`src/rtl/store_data_queue_if.sv`:
```
// Store data queue port bundle: dispatch, exec, commit/flush, cache drain and load query.
// slave = the queue itself, master = the LSU logic around it.
interface store_data_queue_if #(
  parameter int SDQ_ENTRIES = 8
);
  localparam int PW = $clog2(SDQ_ENTRIES) + 1;

  logic          disp_vld;
  logic          disp_full;
  logic [PW-2:0] disp_sdq_idx;
  logic [PW-1:0] sdq_tail;

  logic          exec_vld;
  logic [PW-2:0] exec_sdq_idx;
  logic [31:0]   exec_addr;
  logic [31:0]   exec_data;
  logic [3:0]    exec_mask;

  logic          commit_vld;
  logic          flush_vld;

  // mem_req_* is a valid/ready handshake: a request transfers on a cycle where
  // mem_req_vld && mem_req_rdy; while vld is high and rdy low, addr/data/mask hold.
  logic          mem_req_vld;
  logic [31:0]   mem_req_addr;
  logic [31:0]   mem_req_data;
  logic [3:0]    mem_req_mask;
  logic          mem_req_rdy;

  logic          ld_vld;
  logic [31:0]   ld_addr;
  logic [PW-1:0] ld_marker;
  logic          ld_stall;
  logic          ld_fwd_hit;
  logic [31:0]   ld_fwd_data;

  modport slave (
    input  disp_vld, exec_vld, exec_sdq_idx, exec_addr, exec_data, exec_mask,
           commit_vld, flush_vld, mem_req_rdy, ld_vld, ld_addr, ld_marker,
    output disp_full, disp_sdq_idx, sdq_tail, mem_req_vld, mem_req_addr,
           mem_req_data, mem_req_mask, ld_stall, ld_fwd_hit, ld_fwd_data
  );

  modport master (
    output disp_vld, exec_vld, exec_sdq_idx, exec_addr, exec_data, exec_mask,
           commit_vld, flush_vld, mem_req_rdy, ld_vld, ld_addr, ld_marker,
    input  disp_full, disp_sdq_idx, sdq_tail, mem_req_vld, mem_req_addr,
           mem_req_data, mem_req_mask, ld_stall, ld_fwd_hit, ld_fwd_data
  );
endinterface

```
`src/rtl/store_data_queue.sv`:
```
// In-order circular store queue with commit/drain, flush and load disambiguation.
// Define SDQ_FWD_EN to enable full-word store-to-load forwarding.
module store_data_queue #(
  parameter int SDQ_ENTRIES = 8
) (
  input logic               clk,
  input logic               rst,
  store_data_queue_if.slave sdq
);
  localparam int N  = SDQ_ENTRIES;
  localparam int PW = $clog2(SDQ_ENTRIES) + 1;
  localparam int IW = PW - 1;

  logic [N-1:0]  valid_q, addr_valid_q, committed_q;
  logic [29:0]   addr_q [N];
  logic [31:0]   data_q [N];
  logic [3:0]    mask_q [N];
  logic [PW-1:0] head_q, cmt_q, tail_q, count_q;

  logic [IW-1:0] head_idx, cmt_idx, tail_idx;
  logic          do_alloc, do_drain, do_exec;
  logic [PW-1:0] head_nxt, cmt_nxt, flush_span;
  logic [N-1:0]  flush_kill;
  logic          unused_bits;

  function automatic logic [PW-1:0] ring_dist(input logic [IW-1:0] from, input int slot);
    return {1'b0, IW'(slot) - from};
  endfunction

  assign head_idx = head_q[IW-1:0];
  assign cmt_idx  = cmt_q[IW-1:0];
  assign tail_idx = tail_q[IW-1:0];

  assign sdq.disp_full    = (count_q == PW'(N));
  assign sdq.disp_sdq_idx = tail_idx;
  assign sdq.sdq_tail     = tail_q;

  assign sdq.mem_req_vld  = valid_q[head_idx] & committed_q[head_idx];
  assign sdq.mem_req_addr = {addr_q[head_idx], 2'b00};
  assign sdq.mem_req_data = data_q[head_idx];
  assign sdq.mem_req_mask = mask_q[head_idx];

  assign do_alloc   = sdq.disp_vld & ~sdq.disp_full & ~sdq.flush_vld;
  assign do_drain   = sdq.mem_req_vld & sdq.mem_req_rdy;
  assign do_exec    = sdq.exec_vld & valid_q[sdq.exec_sdq_idx];
  assign head_nxt   = head_q + PW'(do_drain);
  assign cmt_nxt    = cmt_q + PW'(sdq.commit_vld);
  assign flush_span = tail_q - cmt_nxt;

  assign unused_bits = ^{sdq.ld_addr[1:0], sdq.exec_addr[1:0]};

  // A flush keeps everything older than the post-commit pointer and kills the rest.
  always_comb begin
    flush_kill = '0;
    for (int i = 0; i < N; i++) begin
      flush_kill[i] = sdq.flush_vld && (ring_dist(cmt_nxt[IW-1:0], i) < flush_span);
    end
  end

  always_ff @(posedge clk) begin
    if (rst) begin
      valid_q      <= '0;
      addr_valid_q <= '0;
      committed_q  <= '0;
      head_q       <= '0;
      cmt_q        <= '0;
      tail_q       <= '0;
      count_q      <= '0;
    end else begin
      head_q <= head_nxt;
      cmt_q  <= cmt_nxt;
      if (sdq.flush_vld) begin
        tail_q  <= cmt_nxt;
        count_q <= cmt_nxt - head_nxt;
      end else begin
        tail_q  <= tail_q + PW'(do_alloc);
        count_q <= count_q + PW'(do_alloc) - PW'(do_drain);
      end
      for (int i = 0; i < N; i++) begin
        if (do_alloc && (tail_idx == IW'(i))) begin
          valid_q[i]      <= 1'b1;
          addr_valid_q[i] <= 1'b0;
          committed_q[i]  <= 1'b0;
        end
        if (do_exec && (sdq.exec_sdq_idx == IW'(i))) addr_valid_q[i] <= 1'b1;
        if (sdq.commit_vld && (cmt_idx == IW'(i))) committed_q[i] <= 1'b1;
        if ((do_drain && (head_idx == IW'(i))) || flush_kill[i]) valid_q[i] <= 1'b0;
      end
    end
  end

  always_ff @(posedge clk) begin
    if (do_exec) begin
      addr_q[sdq.exec_sdq_idx] <= sdq.exec_addr[31:2];
      data_q[sdq.exec_sdq_idx] <= sdq.exec_data;
      mask_q[sdq.exec_sdq_idx] <= sdq.exec_mask;
    end
  end

  logic [PW-1:0] ld_span;
  logic [IW-1:0] q_idx;
  logic          any_unknown, match_found;
`ifdef SDQ_FWD_EN
  logic          match_full;
  logic [31:0]   match_data;
`endif

  always_comb begin
    ld_span     = sdq.ld_marker - head_q;
    q_idx       = '0;
    any_unknown = 1'b0;
    match_found = 1'b0;
`ifdef SDQ_FWD_EN
    match_full  = 1'b0;
    match_data  = '0;
`endif
    // Walk oldest to youngest so the last hit is the youngest older match.
    for (int d = 0; d < N; d++) begin
      q_idx = head_idx + IW'(d);
      if (valid_q[q_idx] && (PW'(d) < ld_span)) begin
        if (!addr_valid_q[q_idx]) begin
          any_unknown = 1'b1;
        end else if (addr_q[q_idx] == sdq.ld_addr[31:2]) begin
          match_found = 1'b1;
`ifdef SDQ_FWD_EN
          match_full  = (mask_q[q_idx] == 4'hF);
          match_data  = data_q[q_idx];
`endif
        end
      end
    end
  end

  always_comb begin
    sdq.ld_stall    = 1'b0;
    sdq.ld_fwd_hit  = 1'b0;
    sdq.ld_fwd_data = '0;
    if (sdq.ld_vld) begin
      if (any_unknown) begin
        sdq.ld_stall = 1'b1;
      end else if (match_found) begin
`ifdef SDQ_FWD_EN
        if (match_full) begin
          sdq.ld_fwd_hit  = 1'b1;
          sdq.ld_fwd_data = match_data;
        end else begin
          sdq.ld_stall = 1'b1;
        end
`else
        sdq.ld_stall = 1'b1;
`endif
      end
    end
  end
endmodule

```
`src/flat_wrapper.sv`:
```
// flat-port wrapper written by rule: the top's interface ports become plain ports
module store_data_queue_flat 
#(
  parameter int SDQ_ENTRIES = 8
)
  (clk, rst, sdq_disp_vld, sdq_exec_vld, sdq_exec_sdq_idx, sdq_exec_addr, sdq_exec_data, sdq_exec_mask, sdq_commit_vld, sdq_flush_vld, sdq_mem_req_rdy, sdq_ld_vld, sdq_ld_addr, sdq_ld_marker, sdq_disp_full, sdq_disp_sdq_idx, sdq_sdq_tail, sdq_mem_req_vld, sdq_mem_req_addr, sdq_mem_req_data, sdq_mem_req_mask, sdq_ld_stall, sdq_ld_fwd_hit, sdq_ld_fwd_data);
  store_data_queue_if #(.SDQ_ENTRIES(SDQ_ENTRIES)) sdq_i ();
  input logic clk;
  input logic rst;
  input wire logic [$bits(sdq_i.disp_vld)-1:0] sdq_disp_vld;
  input wire logic [$bits(sdq_i.exec_vld)-1:0] sdq_exec_vld;
  input wire logic [$bits(sdq_i.exec_sdq_idx)-1:0] sdq_exec_sdq_idx;
  input wire logic [$bits(sdq_i.exec_addr)-1:0] sdq_exec_addr;
  input wire logic [$bits(sdq_i.exec_data)-1:0] sdq_exec_data;
  input wire logic [$bits(sdq_i.exec_mask)-1:0] sdq_exec_mask;
  input wire logic [$bits(sdq_i.commit_vld)-1:0] sdq_commit_vld;
  input wire logic [$bits(sdq_i.flush_vld)-1:0] sdq_flush_vld;
  input wire logic [$bits(sdq_i.mem_req_rdy)-1:0] sdq_mem_req_rdy;
  input wire logic [$bits(sdq_i.ld_vld)-1:0] sdq_ld_vld;
  input wire logic [$bits(sdq_i.ld_addr)-1:0] sdq_ld_addr;
  input wire logic [$bits(sdq_i.ld_marker)-1:0] sdq_ld_marker;
  output wire logic [$bits(sdq_i.disp_full)-1:0] sdq_disp_full;
  output wire logic [$bits(sdq_i.disp_sdq_idx)-1:0] sdq_disp_sdq_idx;
  output wire logic [$bits(sdq_i.sdq_tail)-1:0] sdq_sdq_tail;
  output wire logic [$bits(sdq_i.mem_req_vld)-1:0] sdq_mem_req_vld;
  output wire logic [$bits(sdq_i.mem_req_addr)-1:0] sdq_mem_req_addr;
  output wire logic [$bits(sdq_i.mem_req_data)-1:0] sdq_mem_req_data;
  output wire logic [$bits(sdq_i.mem_req_mask)-1:0] sdq_mem_req_mask;
  output wire logic [$bits(sdq_i.ld_stall)-1:0] sdq_ld_stall;
  output wire logic [$bits(sdq_i.ld_fwd_hit)-1:0] sdq_ld_fwd_hit;
  output wire logic [$bits(sdq_i.ld_fwd_data)-1:0] sdq_ld_fwd_data;
  assign sdq_i.disp_vld = sdq_disp_vld;
  assign sdq_i.exec_vld = sdq_exec_vld;
  assign sdq_i.exec_sdq_idx = sdq_exec_sdq_idx;
  assign sdq_i.exec_addr = sdq_exec_addr;
  assign sdq_i.exec_data = sdq_exec_data;
  assign sdq_i.exec_mask = sdq_exec_mask;
  assign sdq_i.commit_vld = sdq_commit_vld;
  assign sdq_i.flush_vld = sdq_flush_vld;
  assign sdq_i.mem_req_rdy = sdq_mem_req_rdy;
  assign sdq_i.ld_vld = sdq_ld_vld;
  assign sdq_i.ld_addr = sdq_ld_addr;
  assign sdq_i.ld_marker = sdq_ld_marker;
  assign sdq_disp_full = sdq_i.disp_full;
  assign sdq_disp_sdq_idx = sdq_i.disp_sdq_idx;
  assign sdq_sdq_tail = sdq_i.sdq_tail;
  assign sdq_mem_req_vld = sdq_i.mem_req_vld;
  assign sdq_mem_req_addr = sdq_i.mem_req_addr;
  assign sdq_mem_req_data = sdq_i.mem_req_data;
  assign sdq_mem_req_mask = sdq_i.mem_req_mask;
  assign sdq_ld_stall = sdq_i.ld_stall;
  assign sdq_ld_fwd_hit = sdq_i.ld_fwd_hit;
  assign sdq_ld_fwd_data = sdq_i.ld_fwd_data;
  store_data_queue #(.SDQ_ENTRIES(SDQ_ENTRIES)) u_core (.clk(clk), .rst(rst), .sdq(sdq_i));
endmodule
```
`config.mk`:
```
export PLATFORM = sky130hd
export DESIGN_NAME = store_data_queue_flat
export DESIGN_NICKNAME = d
export VERILOG_FILES = /design/src/rtl/store_data_queue_if.sv /design/src/rtl/store_data_queue.sv /design/src/flat_wrapper.sv
export SDC_FILE = /design/constraint.sdc
export NUM_CORES = 1
export LEC_CHECK = 0
export CORE_ASPECT_RATIO = 1.1
export CORE_MARGIN = 1.5
export CORE_UTILIZATION = 60
export DETAILED_ROUTE_END_ITERATION = 10
export PLACE_DENSITY = 0.77
export SYNTH_ARGS = -nofsm -noshare
export SYNTH_HDL_FRONTEND = slang
export SYNTH_SLANG_ARGS = --single-unit
```
`constraint.sdc`:
```
create_clock -name clk -period 9.5 [get_ports clk]
set_input_delay 0.95 -clock clk [delete_from_list [all_inputs] [get_ports clk]]
set_output_delay 0.95 -clock clk [all_outputs]
set_load 0.03 [all_outputs]
```
Word-level counts from Yosys, hierarchy flattened --
Memories as Yosys holds them, arrays and structs flattened. A register that Yosys moved wholly into a read port is not among the register bits. Cells that the tools add are included.
Word-level totals: register bits 40, memory bits (writable) 528, bits of input ports 115, output and inout bits 111, word-level logic and storage cells 317, memories 3
Cells by class: $add $sub $neg 23, magnitude comparators 25, equal/unequal tests 37, muxes and demuxes 110, bitwise logic cells 7, reductions and logical operators 84
Memories:
- u_core.data_q | words 8, width 32, read ports 1, clocked after Yosys merged registers in 1, wr ports 1, line store_data_queue.sv:16 | logic [31:0] data_q [N];
- u_core.addr_q | words 8, width 30, read ports 8, clocked after Yosys merged registers in 1, wr ports 1, line store_data_queue.sv:15 | logic [29:0] addr_q [N];
- u_core.mask_q | words 8, width 4, read ports 1, clocked after Yosys merged registers in 1, wr ports 1, line store_data_queue.sv:17 | logic [3:0] mask_q [N];
Operators by type and width (count):
- equality test 30 bit | 8
- two-way mux 1 bit | 87
- binary-select mux 1 bit (select 3 bit) | 18
- equality test 3 bit, second input constant | 16
- logical AND 1 bit | 48
- < comparator 3 x 4 -> 1 bit, second input constant | 9
- < comparator 3 x 4 -> 1 bit | 8
- nonzero test 2 bit | 16
- equality test 3 x 2 -> 1 bit, second input constant | 8
- adder 4 x 1 -> 4 bit | 4
- < comparator 3 x 4 -> 1 bit, first input constant | 4
- OR reduction 2 bit | 8
- adder 3 bit, second input constant | 4
- equality test 3 x 1 -> 1 bit, second input constant | 4
- logical NOT 3 bit | 4
- subtractor 3 bit, first input constant | 4
- subtractor 4 bit | 3
- two-way mux 3 bit | 3
- logical OR 1 bit | 8
- < comparator 1 x 4 -> 1 bit, first input constant | 2
- < comparator 2 x 4 -> 1 bit, first input constant | 2
- two-way mux 4 bit | 2
- adder 3 x 2 -> 3 bit, second input constant | 2
- subtractor 1 x 3 -> 3 bit, first input constant | 2
- 6 further kinds | 12

Logic depth before layout (Yosys ltp) --
depth after elaboration 28, gate-level depth with buffers 22, depth with buffers taken out 14

Least setup slack after synthesis --
Ideal clock, no wire load.
path type in2reg, start input port sdq_exec_vld, end memory u_core.addr_q[2][0], enable pin, library setup time 0.678 ns, arrival time 7.845 ns, data required time 8.822 ns, path slack 0.976 ns, cell stages on the path 2, path buffers 0, cell sequence nand2_1 nor4b_1
Between the ends: longest elaborated chain between the ends 3
RTL lines:
- start: declaration | line flat_wrapper.sv:11 | input wire logic [$bits(sdq_i.exec_vld)-1:0] sdq_exec_vld;
- bitwise AND 1 bit | line store_data_queue.sv:45 | assign do_exec = sdq.exec_vld & valid_q[sdq.exec_sdq_idx];
- two-way mux 1 bit | line store_data_queue.sv:93 | if (do_exec) begin
- two-way mux 1 bit (implied by the code) | line store_data_queue.sv:94 | addr_q[sdq.exec_sdq_idx] <= sdq.exec_addr[31:2];
- end: declaration | line store_data_queue.sv:15
No other way between the ends.

Worst setup path after layout --
start register u_core.head_q[0], end output port sdq_ld_stall
Between the ends: longest elaborated chain between the ends 28, elaborated cells between the ends (all ways) 106, classes of those cells add/sub: 8; order compare: 8; eq/ne: 7; mux: 74; reduce/logical: 8; memory: 1
RTL lines:
- start: declaration | line store_data_queue.sv:18 | logic [PW-1:0] head_q, cmt_q, tail_q, count_q;
- start signal: assignment | line store_data_queue.sv:70 | head_q <= head_nxt;
- parallel branches: the longest is 26 deep, another holds memory (8 x 30 bit)
- two-way mux 1 bit (*) | line store_data_queue.sv:139 | if (any_unknown) begin
- two-way mux 1 bit (*) | line store_data_queue.sv:138 | if (sdq.ld_vld) begin
- end: declaration | line flat_wrapper.sv:29 | output wire logic [$bits(sdq_i.ld_stall)-1:0] sdq_ld_stall;
Mark *: on every way between the ends. The select of a mux whose other input is x is not followed.

==> impl_metrics.ini <==
[setup_path]
rr_startpoint = u_core.head_q[0]$_SDFF_PP0_
path_class = flop to primary output
crit_required_ns = 8.55
crit_start = u_core.head_q[0]$_SDFF_PP0_
reg2regPathDepth = 15
worstSetupEndpointType = primary output
cp-start-kind = flop
arrival_ns = 6.65
cp_max_fo = 50

[pwr]
sw_frac_of_total_pct = 23.64
ir_drop_mv = 0.1776
p_per_area_mw_per_mm2 = 133.6
power_switching_mw = 1.329
clkPwrFrac_pct = 42.3
pwr-share-comb_pct = 8.7
p_leak_nw = 13.46
intPower_mw = 4.293
p_seq_share_pct = 48.9

[job]
max-cap-violations = 0

[clocking]
postCtsSetupRepairBufs = 0
htreeDepth = 2
hold_buffers = 0
cts_tree = yes
cts_resized = 0
root_buffer = clkbuf_16
clk_pin_slew_ns = 0.06
cts_buffers = 57
clock_tree.buffer_depth = 3
clkLatencyLatePin_ns = 0.67
clock_sinks = 568

[synth]
synth_seq_area_share_pct = 43.66
async_flop_share_pct = 0
ys.flop_type = edfxtp_1
ys_seq_elements = 568
synth_area_sq_mm = 0.03815
avgSynthCellArea_sq_um = 14.31
ys_types = 76
synth-edff-count = 528
syn_inst = 2667
yosys_warnings = 0

[timing]
min_period_ns = 7.601
slew_viol_final = 0
tightestPinTransition_ns = 1.286
slew_headroom_pct = 14.04
finalHoldViolCount = 0
fmax_ghz = 0.1316
setup_violations = 0
whs_ns = 0.4781
finalCritPeriodShare_pct = 80.01
setup_tns_ns = 0
clock-skew-final_ns = 0.03478
rsz0062_at_grt = false

[worst_hold_path]
min_path_cells = 2
min_path_type = flop to flop
hold_start = u_core.committed_q[7]$_SDFFE_PP0P_

[detailed_routing]
drt_iter0_drc = 3250
viasPerCell = 7.367
drc_errors = 0
drtPass1Iterations = 6
vias = 26730
wirelength_um = 118000
wl_per_cell_um = 32.53
postRouteAntennaNets = 0

[floorplanning]
initial_utilization_pct = 60.97
die_x_um = 243.4
rows = 96
fp.dieArea_sq_mm = 0.06511
core_region_area_sq_mm = 0.06258
die_y_um = 267.5
io_pins = 226

[layout]
nets = 2904
drive_gt1_share_pct = 21.56
synthToLayoutAreaGrowth_pct = 10.27

[place]
place.detailed.hpwl_um = 76830
place_congestion = 1.015
port-buffer-count = 186

[status]
outcome = completed

[global_routing]
grt_pass1_vias = 26000
grt_overflow = 0
grt_max_degree = 145
grt_use_total_pct = 36.38
antenna_found_initial = 3
grt_pass1_wl_um = 174700
[power groups by stage]
stage / clock (mW) / sequential (mW) / combinational (mW)
2_1_floorplan: 0 / 2.80 / 0.298
3_3_place_gp: 0 / 2.80 / 0.464
3_5_place_dp: 0 / 2.80 / 0.476
4_1_cts: 2.40 / 2.75 / 0.481
5_1_grt: 2.50 / 2.75 / 0.522
6_report: 2.38 / 2.75 / 0.491
[layout by cell type, fill, tap and decap left out, types with 40 or more instances in the layout]
cell type,instances
a211oi_1,41
a21oi_1,53
buf_4,44
clkbuf_16,57
clkdlybuf4s50_1,186
edfxtp_1,528
mux2_2,41
mux2i_1,242
mux4_2,390
nand2_1,164
nor2_1,110
nor4_1,40
o21ai_0,40
xnor2_1,139
xor2_1,61
[stage by stage]
stage	setup slack, ns	cell area [sq um]	util, %	std cells	total power [mW]
after floorplan	0.9764	38280	-	2701	3.100
after global placement	2.643	40090	64.06	3518	3.266
after detailed placement	2.553	40090	64.06	3518	3.279
after CTS	1.861	42070	67.22	3625	5.629
after global routing	1.597	42070	67.22	3626	5.766
final	1.899	42070	67.23	3628	5.622
[cell usage after synthesis (29+ instances only)]
| cell type | n | share of area, % |
|---|---|---|
| a22oi_1 | 34 | 0.67 |
| mux2_2 | 41 | 1.2 |
| a21oi_1 | 53 | 0.70 |
| mux2i_1 | 242 | 6.3 |
| xnor2_1 | 140 | 3.2 |
| inv_1 | 36 | 0.35 |
| nor2_1 | 112 | 1.1 |
| ha_1 | 40 | 1.3 |
| mux4_2 | 390 | 23 |
| buf_2 | 71 | 0.93 |
| o21ai_0 | 40 | 0.52 |
| xor2_1 | 61 | 1.4 |
| and2_1 | 32 | 0.52 |
| nand3_1 | 36 | 0.47 |
| buf_6 | 31 | 0.91 |
| edfxtp_1 | 528 | 42 |
| nand4_1 | 37 | 0.61 |
| dfxtp_1 | 40 | 2.1 |
| nand2_1 | 164 | 1.6 |
| clkbuf_1 | 49 | 0.48 |
| buf_4 | 70 | 1.4 |
| a211oi_1 | 41 | 0.81 |
| mux4_1 | 29 | 2.0 |
| nor4_1 | 40 | 0.66 |
| o22ai_1 | 31 | 0.51 |
[flip-flops by register name, summed over array words and instances, names as in the netlist]
register / count
u_core.count_q: 4
u_core.cmt_q: 4
u_core.committed_q: 8
u_core.sdq.sdq_tail: 4
u_core.data_q: 256
u_core.valid_q: 8
u_core.mask_q: 32
u_core.head_q: 4
u_core.addr_valid_q: 8
u_core.addr_q: 240
[critical path, stage by stage, from the launching register on]
cell             delay (ns)
dfxtp_4                0.79
inv_4                  0.37
ha_4                   0.98
buf_12                 0.39
buf_4                  0.36
mux4_2                 0.54
mux2i_1                0.22
xnor2_1                0.27
nor4_1                 0.12
nand4_1                0.17
nor4_1                 0.07
or4_1                  0.53
o41a_1                 0.53
clkdlybuf4s50_1        0.63
[layer usage]
metal  global-route usage [%]  share of wire, %  routed length [um]
met3                    8.548                11               13480
met5                        0             0.014                  16
met1                    47.68                35               41460
met2                    57.32                48               56250
met4                    18.43               5.8                6816
[cell type report]
type / count / area [sq um]
fillers: 4288 / 20510
inverters: 42 / 160.2
repair buffers: 236 / 2312
multi-input cells: 1839 / 19910
clock inverters: 39 / 496.7
flip-flops and latches: 568 / 16670
well taps: 833 / 1042
diodes: 3 / 7.507
clock buffers: 68 / 1478
[path summary, 6_finish.rpt]
check                                        to  slack (ns)
max                                sdq_ld_stall        1.90
min          u_core.committed_q[7]$_SDFFE_PP0P_        0.48
max reg2reg        u_core.count_q[3]$_SDFF_PP0_        5.14
min reg2reg  u_core.committed_q[7]$_SDFFE_PP0P_        0.48
[cells by family (layout without fill, tap and decap cells)]
logic type,Yosys count,after routing,synth area share (%)
multiplexers,702,702,32.58
flip-flops,568,568,43.66
AND/OR/NAND/NOR,551,551,7.238
AO/OA/AOI/OAI,304,304,5.506
buffers and inverters,294,385,4.781
XOR/XNOR,202,202,4.657
adder cells (fa/ha/maj),45,45,1.574
other,1,38,0.009829
Power figures use the tool's default switching activity.
